## config.mk

```make
export PLATFORM = sky130hd
export DESIGN_NAME = adi_dma_comb_ctrl
export DESIGN_NICKNAME = d
export VERILOG_FILES = /design/src/rtl/adi_dma_comb_ctrl.sv
export SDC_FILE = /design/constraint.sdc
export NUM_CORES = 1
export LEC_CHECK = 0
export CORE_UTILIZATION = 41
export CTS_CLUSTER_DIAMETER = 50
export DETAILED_ROUTE_END_ITERATION = 10
export PLACE_DENSITY_LB_ADDON = 0.12
export SETUP_SLACK_MARGIN = 0.15
export SYNTH_ARGS = -nofsm -noshare
export SYNTH_HDL_FRONTEND = slang
export SYNTH_SLANG_ARGS = --single-unit
```

## constraint.sdc

```tcl
create_clock -name AXIS_ACLK -period 4.15 [get_ports AXIS_ACLK]
set_input_delay 0.83 -clock AXIS_ACLK [delete_from_list [all_inputs] [get_ports AXIS_ACLK]]
set_output_delay 0.83 -clock AXIS_ACLK [all_outputs]
set_load 0.01 [all_outputs]
```

## src/rtl/adi_dma_comb_ctrl.sv

```systemverilog
// adi_dma_comb_ctrl: gates an AXIS stream to num_pkts packets per start.
// Optional stall timeout: define ADI_DMA_COMB_CTRL_TIMEOUT_EN.
module adi_dma_comb_ctrl #(
  parameter int CNT_WIDTH      = 32,
  parameter int TIMEOUT_CYCLES = 1024
) (
  input  logic                 AXIS_ACLK,
  input  logic                 AXIS_ARESET,
  input  logic [31:0]          cmd,
  input  logic [CNT_WIDTH-1:0] num_pkts,
  output logic [31:0]          status,
  output logic [CNT_WIDTH-1:0] pkt_cnt,
  input  logic                 S_AXIS_TVALID,
  input  logic [63:0]          S_AXIS_TDATA,
  input  logic                 S_AXIS_TLAST,
  output logic                 S_AXIS_TREADY,
  output logic                 M_AXIS_TVALID,
  output logic [63:0]          M_AXIS_TDATA,
  output logic                 M_AXIS_TLAST,
  input  logic                 M_AXIS_TREADY
);

  typedef enum logic [2:0] {
    IDLE, RUN, DRAIN, DONE, ERROR
  } state_t;

  state_t               state;
  logic                 gate;
  logic                 start_q;
  logic                 in_packet;
  logic                 done_f;
  logic                 abort_f;
  logic                 tout_f;
  logic                 reached;
  logic [CNT_WIDTH-1:0] target;
  logic [CNT_WIDTH-1:0] cnt;

  logic start, abort, cont, clr, start_edge;
  logic busy, beat, eop, fin, stall_hit, unused;
  logic [CNT_WIDTH-1:0] cnt_inc;

  assign start      = cmd[0];
  assign abort      = cmd[1];
  assign cont       = cmd[2];
  assign clr        = cmd[3];
  assign start_edge = start & ~start_q;

  assign busy    = (state == RUN) || (state == DRAIN);
  assign beat    = S_AXIS_TVALID & S_AXIS_TREADY;
  assign eop     = beat & S_AXIS_TLAST;
  assign cnt_inc = cnt + 1'b1;
  assign fin     = eop & ~cont & ~reached & (cnt_inc == target);

  assign M_AXIS_TDATA  = S_AXIS_TDATA;
  assign M_AXIS_TLAST  = S_AXIS_TLAST;
  assign M_AXIS_TVALID = S_AXIS_TVALID & gate;
  assign S_AXIS_TREADY = M_AXIS_TREADY & gate;

  assign pkt_cnt = cnt;
  assign status  = {cnt[15:0], 11'd0, in_packet,
                    tout_f, abort_f, done_f, busy};

`ifdef ADI_DMA_COMB_CTRL_TIMEOUT_EN
  localparam int SW = $clog2(TIMEOUT_CYCLES + 1);
  logic [SW-1:0] stall;

  assign stall_hit = busy & in_packet & ~beat &
                     (stall + 1'b1 == SW'(TIMEOUT_CYCLES));
  assign unused    = ^cmd[31:4];

  always_ff @(posedge AXIS_ACLK) begin
    if (AXIS_ARESET) begin
      stall  <= '0;
      tout_f <= 1'b0;
    end else begin
      if (busy & in_packet & ~beat) stall <= stall + 1'b1;
      else                          stall <= '0;
      if (stall_hit)
        tout_f <= 1'b1;
      else if (!busy & (start_edge | clr))
        tout_f <= 1'b0;
    end
  end
`else
  assign stall_hit = 1'b0;
  assign tout_f    = 1'b0;
  assign unused    = ^{cmd[31:4], (TIMEOUT_CYCLES != 0)};
`endif

  always_ff @(posedge AXIS_ACLK) begin
    if (AXIS_ARESET) begin
      state     <= IDLE;
      gate      <= 1'b0;
      start_q   <= 1'b0;
      in_packet <= 1'b0;
      done_f    <= 1'b0;
      abort_f   <= 1'b0;
      reached   <= 1'b0;
      target    <= '0;
      cnt       <= '0;
    end else begin
      start_q <= start;
      if (beat & ~S_AXIS_TLAST) in_packet <= 1'b1;
      else if (eop)             in_packet <= 1'b0;

      unique case (state)
        IDLE, DONE, ERROR: begin
          if (start_edge) begin
            target    <= num_pkts;
            cnt       <= '0;
            done_f    <= 1'b0;
            abort_f   <= 1'b0;
            reached   <= 1'b0;
            in_packet <= 1'b0;
            if (num_pkts == '0 && !cont) begin
              state  <= DONE;
              done_f <= 1'b1;
              gate   <= 1'b0;
            end else begin
              state <= RUN;
              gate  <= 1'b1;
            end
          end else if (clr) begin
            state   <= IDLE;
            done_f  <= 1'b0;
            abort_f <= 1'b0;
          end
        end
        RUN: begin
          if (eop) cnt <= cnt_inc;
          if (stall_hit) begin
            state     <= ERROR;
            gate      <= 1'b0;
            in_packet <= 1'b0;
          end else if (fin) begin
            state   <= DONE;
            done_f  <= 1'b1;
            reached <= 1'b1;
            gate    <= 1'b0;
          end else if (abort) begin
            // An eop this cycle already sits on a packet boundary.
            if (eop || (!in_packet && !beat)) begin
              state   <= DONE;
              abort_f <= 1'b1;
              gate    <= 1'b0;
            end else begin
              state <= DRAIN;
            end
          end
        end
        DRAIN: begin
          if (stall_hit) begin
            state     <= ERROR;
            gate      <= 1'b0;
            in_packet <= 1'b0;
          end else if (eop) begin
            cnt     <= cnt_inc;
            state   <= DONE;
            abort_f <= 1'b1;
            gate    <= 1'b0;
          end
        end
        default: begin
          state <= IDLE;
          gate  <= 1'b0;
        end
      endcase
    end
  end

endmodule
```

# Word level (Yosys, flattened, before mapping)
# Cells that the tools add are included.
[classes]
magnitude_cmp = 0
div = 0
bitwise = 13
eq_ne = 15
mul = 0
add_sub_neg = 1
reduce_logical = 21
muxes = 35
shift = 0
[ops]
columns = ["operator", "n"]
rows = [
  ["$mux W32", 2],
  ["$pmux W32 S2", 1],
  ["$add A32 B1 Y32 const B", 1],
  ["$eq A32 B32 Y1", 1],
  ["$logic_not A32 Y1", 1],
  ["$mux W1", 21],
  ["$mux W3", 5],
  ["$reduce_and A3 Y1", 4],
  ["$ne A2 B2 Y1 const B", 5],
  ["$and A1 B1 Y1", 9],
  ["$pmux W3 S3", 1],
  ["$eq A3 B2 Y1 const B", 2],
  ["$ne A3 B3 Y1 const B", 2],
  ["$pmux W1 S3", 2],
  ["$reduce_and A6 Y1", 1],
  ["$ne A2 B1 Y1 const B", 2],
  ["$not A1 Y1", 4],
  ["$pmux W1 S2", 2],
  ["$reduce_and A4 Y1", 1],
  ["$reduce_bool A2 Y1", 2],
  ["$eq A3 B1 Y1 const B", 1],
  ["$eq A3 B3 Y1 const B", 1],
  ["$logic_not A1 Y1", 3],
  ["$logic_not A3 Y1", 1],
  ["8 further kinds", 10],
]
[totals]
mem_bits_rw = 0
latch_bits = 0
romBits = 0
memories = 0
register_bits = 73
wordCells = 94
inputBits = 133
out_inout_bits = 131

# Logic depth before layout (Yosys ltp)
[depth]
depth_word = 9
depth_mapped = 11
depth_no_buf = 9

# Worst setup path before layout
# No wires, ideal clock.
[synth_timing]
kind = "flip-flop to flip-flop"
from = "register cnt[0], in the netlist pkt_cnt[0]"
to = "register abort_f"
path_stages_with_launch = 10
t_required_ns = 4.027
n_path_buf = 0
synth_period_minus_slack_ns = 2.969
arrival_time_ns = 2.845
slack_ns = 1.181
setup_time_ns = 0.123
path_cell_list = "dfxtp_1 -> ha_1 -> and3_1 -> nand4_4 -> or4_1 -> a22o_1 -> nand4b_1 -> nor4_4 -> a21oi_1 -> mux2_1"
[synth_between]
elab_chain_len = 5
[synth_lines]
columns = ["element", "line_no", "source"]
rows = [
  ["start, declared", "36", "logic [CNT_WIDTH-1:0] cnt;"],
  ["start signal, assigned", "130", "if (eop) cnt <= cnt_inc;"],
  ["start signal, assigned", "157", "cnt <= cnt_inc;"],
  ["$add A32 B1 Y32", "51", "assign cnt_inc = cnt + 1'b1;"],
  ["$eq A32 B32 Y1", "52", "assign fin = eop & ~cont & ~reached & (cnt_inc == target);"],
  ["$and A1 B1 Y1", "52", ""],
  ["$ne A2 B2 Y1 (no line)", "-", ""],
  ["$reduce_and A6 Y1 (no line)", "-", ""],
  ["end signal, assigned", "97", "abort_f <= 1'b0;"],
  ["end signal, assigned", "112", "abort_f <= 1'b0;"],
  ["end signal, assigned", "126", "abort_f <= 1'b0;"],
  ["end, declared", "32", "logic abort_f;"],
]
# Every way passes these cells.
# A chain may end at the register's enable or synchronous reset.

# Worst setup path after layout
# Ends and elaborated chain as after synthesis.

==> results.sh <==
export IMPL_status="finished clean"
export IMPL_synthXorXnorAreaFrac_pct=7.15
export IMPL_async_flop_share_pct=0
export IMPL_swShare_pct=32.6
export IMPL_gp_congestion=0.848
export IMPL_cts_hold_buffers_added=0
export IMPL_cp_start_kind="flip-flop"
export IMPL_ys_ff_latch=72
export IMPL_clk_pin_slew_ns=0.06
export IMPL_slew_viol_final=0
export IMPL_finalSetupTns_ns=0
export IMPL_synthMuxAreaShare_pct=0.998
export IMPL_synthFlopType="dfxtp_1"
export IMPL_worstSetupEndpointType="flip-flop"
export IMPL_antenna_found_initial=0
export IMPL_clockBufferDepth=2
export IMPL_synth_compound_area_share_pct=16.7
export IMPL_critPathRequiredTime_ns=4.38
export IMPL_max_freq_mhz=291
export IMPL_dieArea_mm2=0.0130
export IMPL_hpwl_um=10700
export IMPL_gr_total_overflow=0
export IMPL_cts_tree="done"
export IMPL_busiest_layer="met2"
export IMPL_fin_nets=807
export IMPL_yosys_area_top_type_share_pct=28.0
export IMPL_grt_pass1_wl_um=22600
export IMPL_max_cap_viol_count=0
export IMPL_p_per_area_mw_per_mm2=400
export IMPL_ioPinCount=264
export IMPL_die_w_um=114
export IMPL_grt_use_met1_pct=31.7
export IMPL_synth_cell_type_count=59
export IMPL_drt_total_wl_um=14600
export IMPL_hp_class="flip-flop to flip-flop"
export IMPL_crit_type="flip-flop to flip-flop"
export IMPL_power_leakage_nw=1.99
export IMPL_crit_buf_inv=0
export IMPL_yosys_area_share_simple_pct=27.7
export IMPL_tightest_slew_ns=0.896
export IMPL_vias=4712
export IMPL_route_detailed_drc=0
export IMPL_clock_tree_root_cell="clkbuf_16"
export IMPL_yosysWarnings=0
export IMPL_postSynthAreaPerCell_um2=7.43
export IMPL_drive_gt1_share_pct=4.88
export IMPL_post_cts_setup_buffers=0
export IMPL_fin_skew_ns=0.00992
export IMPL_grt_pass1_vias=4218
export IMPL_grt_max_degree=46
export IMPL_hold_viol_final=0
export IMPL_setup_viol=0
export IMPL_synth_top_area_cell="dfxtp_1"
export IMPL_internal_power_w=0.00156
export IMPL_synth_edff_count=0
export IMPL_die_height_um=114
export IMPL_drt_iter0_drc=389
export IMPL_cp_top_family="simple AND/OR/NAND/NOR gates"
export IMPL_cts_sinks=72
export IMPL_path_max_fanout=14
export IMPL_cts_max_level=3
export IMPL_post_route_period_util_pct=82.9
export IMPL_cts_resized=0
export IMPL_fin_cells=844
export IMPL_start_util_pct=42.5
export IMPL_grt_use_total_pct=22.6
export IMPL_clock_latency_ns=0.35
export IMPL_core_mm2=0.0121
export IMPL_wl_per_cell_um=17.3
export IMPL_synth_fa_ha_area_share_pct=0.730
export IMPL_cp_slowest_cell="or4_1"
export IMPL_num_rows=40
export IMPL_clkPwrFrac_pct=36.9
export IMPL_synth_area_leaders="dfxtp_1, buf_4, nand2_1"
export IMPL_ys_seq_area_share_pct=28.0
export IMPL_met3_usage_pct=4.89
export IMPL_pwr_share_comb_pct=26.9
export IMPL_fin_crit_ns=3.44
export IMPL_p_sw_w=0.000756
export IMPL_synthCells=692
export IMPL_via_per_inst=5.58
export IMPL_use_met2_pct=33.2
export IMPL_synth_top_family_by_area="simple AND/OR/NAND/NOR gates"
export IMPL_max_stage_delay_ns=0.57
export IMPL_worstPathCellList="ha_1 -> and3_1 -> nand4_4 -> or4_1 -> a22o_1 -> nand4b_1 -> nor4_4 -> a21oi_1 -> mux2_1"
export IMPL_slew_headroom_pct=40.3
export IMPL_peakVddDrop_mv=0.266
export IMPL_layout_common_cells="nand2_1, clkdlybuf4s50_1, dfxtp_1"
export IMPL_rsz0062_at_grt="no"
export IMPL_numCtsBuffers=9
export IMPL_synth_area_mm2=0.00514
export IMPL_io_buffers=95
export IMPL_dpl_cell_count=828
export IMPL_layout_commonest_cell="nand2_1"
export IMPL_drt_pass1_iter_count=6
export IMPL_power_frac_seq_pct=36.2
export IMPL_drtAntennaViolNets=0
export IMPL_total_power_w=0.00231
export IMPL_diodes=0
export IMPL_critPathArrivalTime_ns=3.67
export IMPL_area_growth_pct=12.6
## stage by stage
stage	instance area, um2	utilization [%]	setup slack, ns	hold slack, ns
2_1_floorplan	5180	-	1.18	0.448
3_3_place_gp	5470	45.2	0.750	0.461
3_5_place_dp	5470	45.2	0.707	0.465
4_1_cts	5790	47.8	0.673	0.474
5_1_grt	5790	47.8	0.464	0.505
6_report	5790	47.8	0.708	0.470
## area by class of cell
type,instances,area [um2]
Clock buffer,10,229
Multi-Input combinational cell,476,2780
Fill cell,1261,6320
Tap cell,168,210
Inverter,10,37.5
Sequential cell,72,1440
Timing Repair Buffer,102,998
Clock inverter,6,92.6
## power by group through the flow
stage	clock [W]	sequential (W)	combinational [W]
final	0.000854	0.000838	0.000622
after global routing	0.000900	0.000847	0.000689
after CTS	0.000867	0.000837	0.000621
after detailed placement	0	0.000851	0.000618
after global placement	0	0.000848	0.000611
after floorplan	0	0.000821	0.000524
## flip-flops by register name, summed over array words and instances (netlist names)
signal,flops
pkt_cnt,32
target,32
state,2
abort_f,1
done_f,1
gate,1
in_packet,1
reached,1
start_q,1
## path summary, 6_finish.rpt
check	start	to	slack (ns)	cells after the start
max	pkt_cnt[0]	abort_f	0.71	9
max reg2reg	pkt_cnt[0]	abort_f	0.71	9
min reg2reg	target[3]	target[3]	0.47	2
min	target[3]	target[3]	0.47	2
## cells in the mapped netlist (4+ instances only)
cell	number
a211oi_1	5
nor2b_1	9
nor4_1	13
nand2b_1	4
nand4_1	15
xnor2_1	26
nand2_1	111
and2_1	5
mux2i_1	4
and3_1	7
o22ai_1	4
or3_1	11
nand3_1	14
a221oi_1	4
a31oi_1	7
inv_1	10
xor2_1	16
buf_2	7
a21oi_1	63
o21ai_0	20
nor2_1	45
dfxtp_1	72
and4_1	6
nor3_1	18
clkbuf_1	39
a311oi_1	10
buf_4	98
## worst register-to-register path, stage by stage (launching register included)
cell and delay, ns:
dfxtp_1 0.50, ha_1 0.30, and3_1 0.33, nand4_4 0.24, or4_1 0.57, a22o_1 0.21
nand4b_1 0.23, nor4_4 0.49, a21oi_1 0.14, mux2_1 0.32
## per-layer routing
layer / vias to the layer above / wire length (um)
li1: 2269 / -
met1: 2210 / 6940
met2: 188 / 6200
met3: 45 / 1060
met4: 0 / 379
met5: - / 0
## logic make-up after synthesis
logic type      Yosys count
buf+inv                 155
fa+ha+maj                 3
mux                       5
other cells               1
simple gates            276
compound gates          138
xor+xnor                 42
flops                    72
Power figures use the tool's default switching activity.
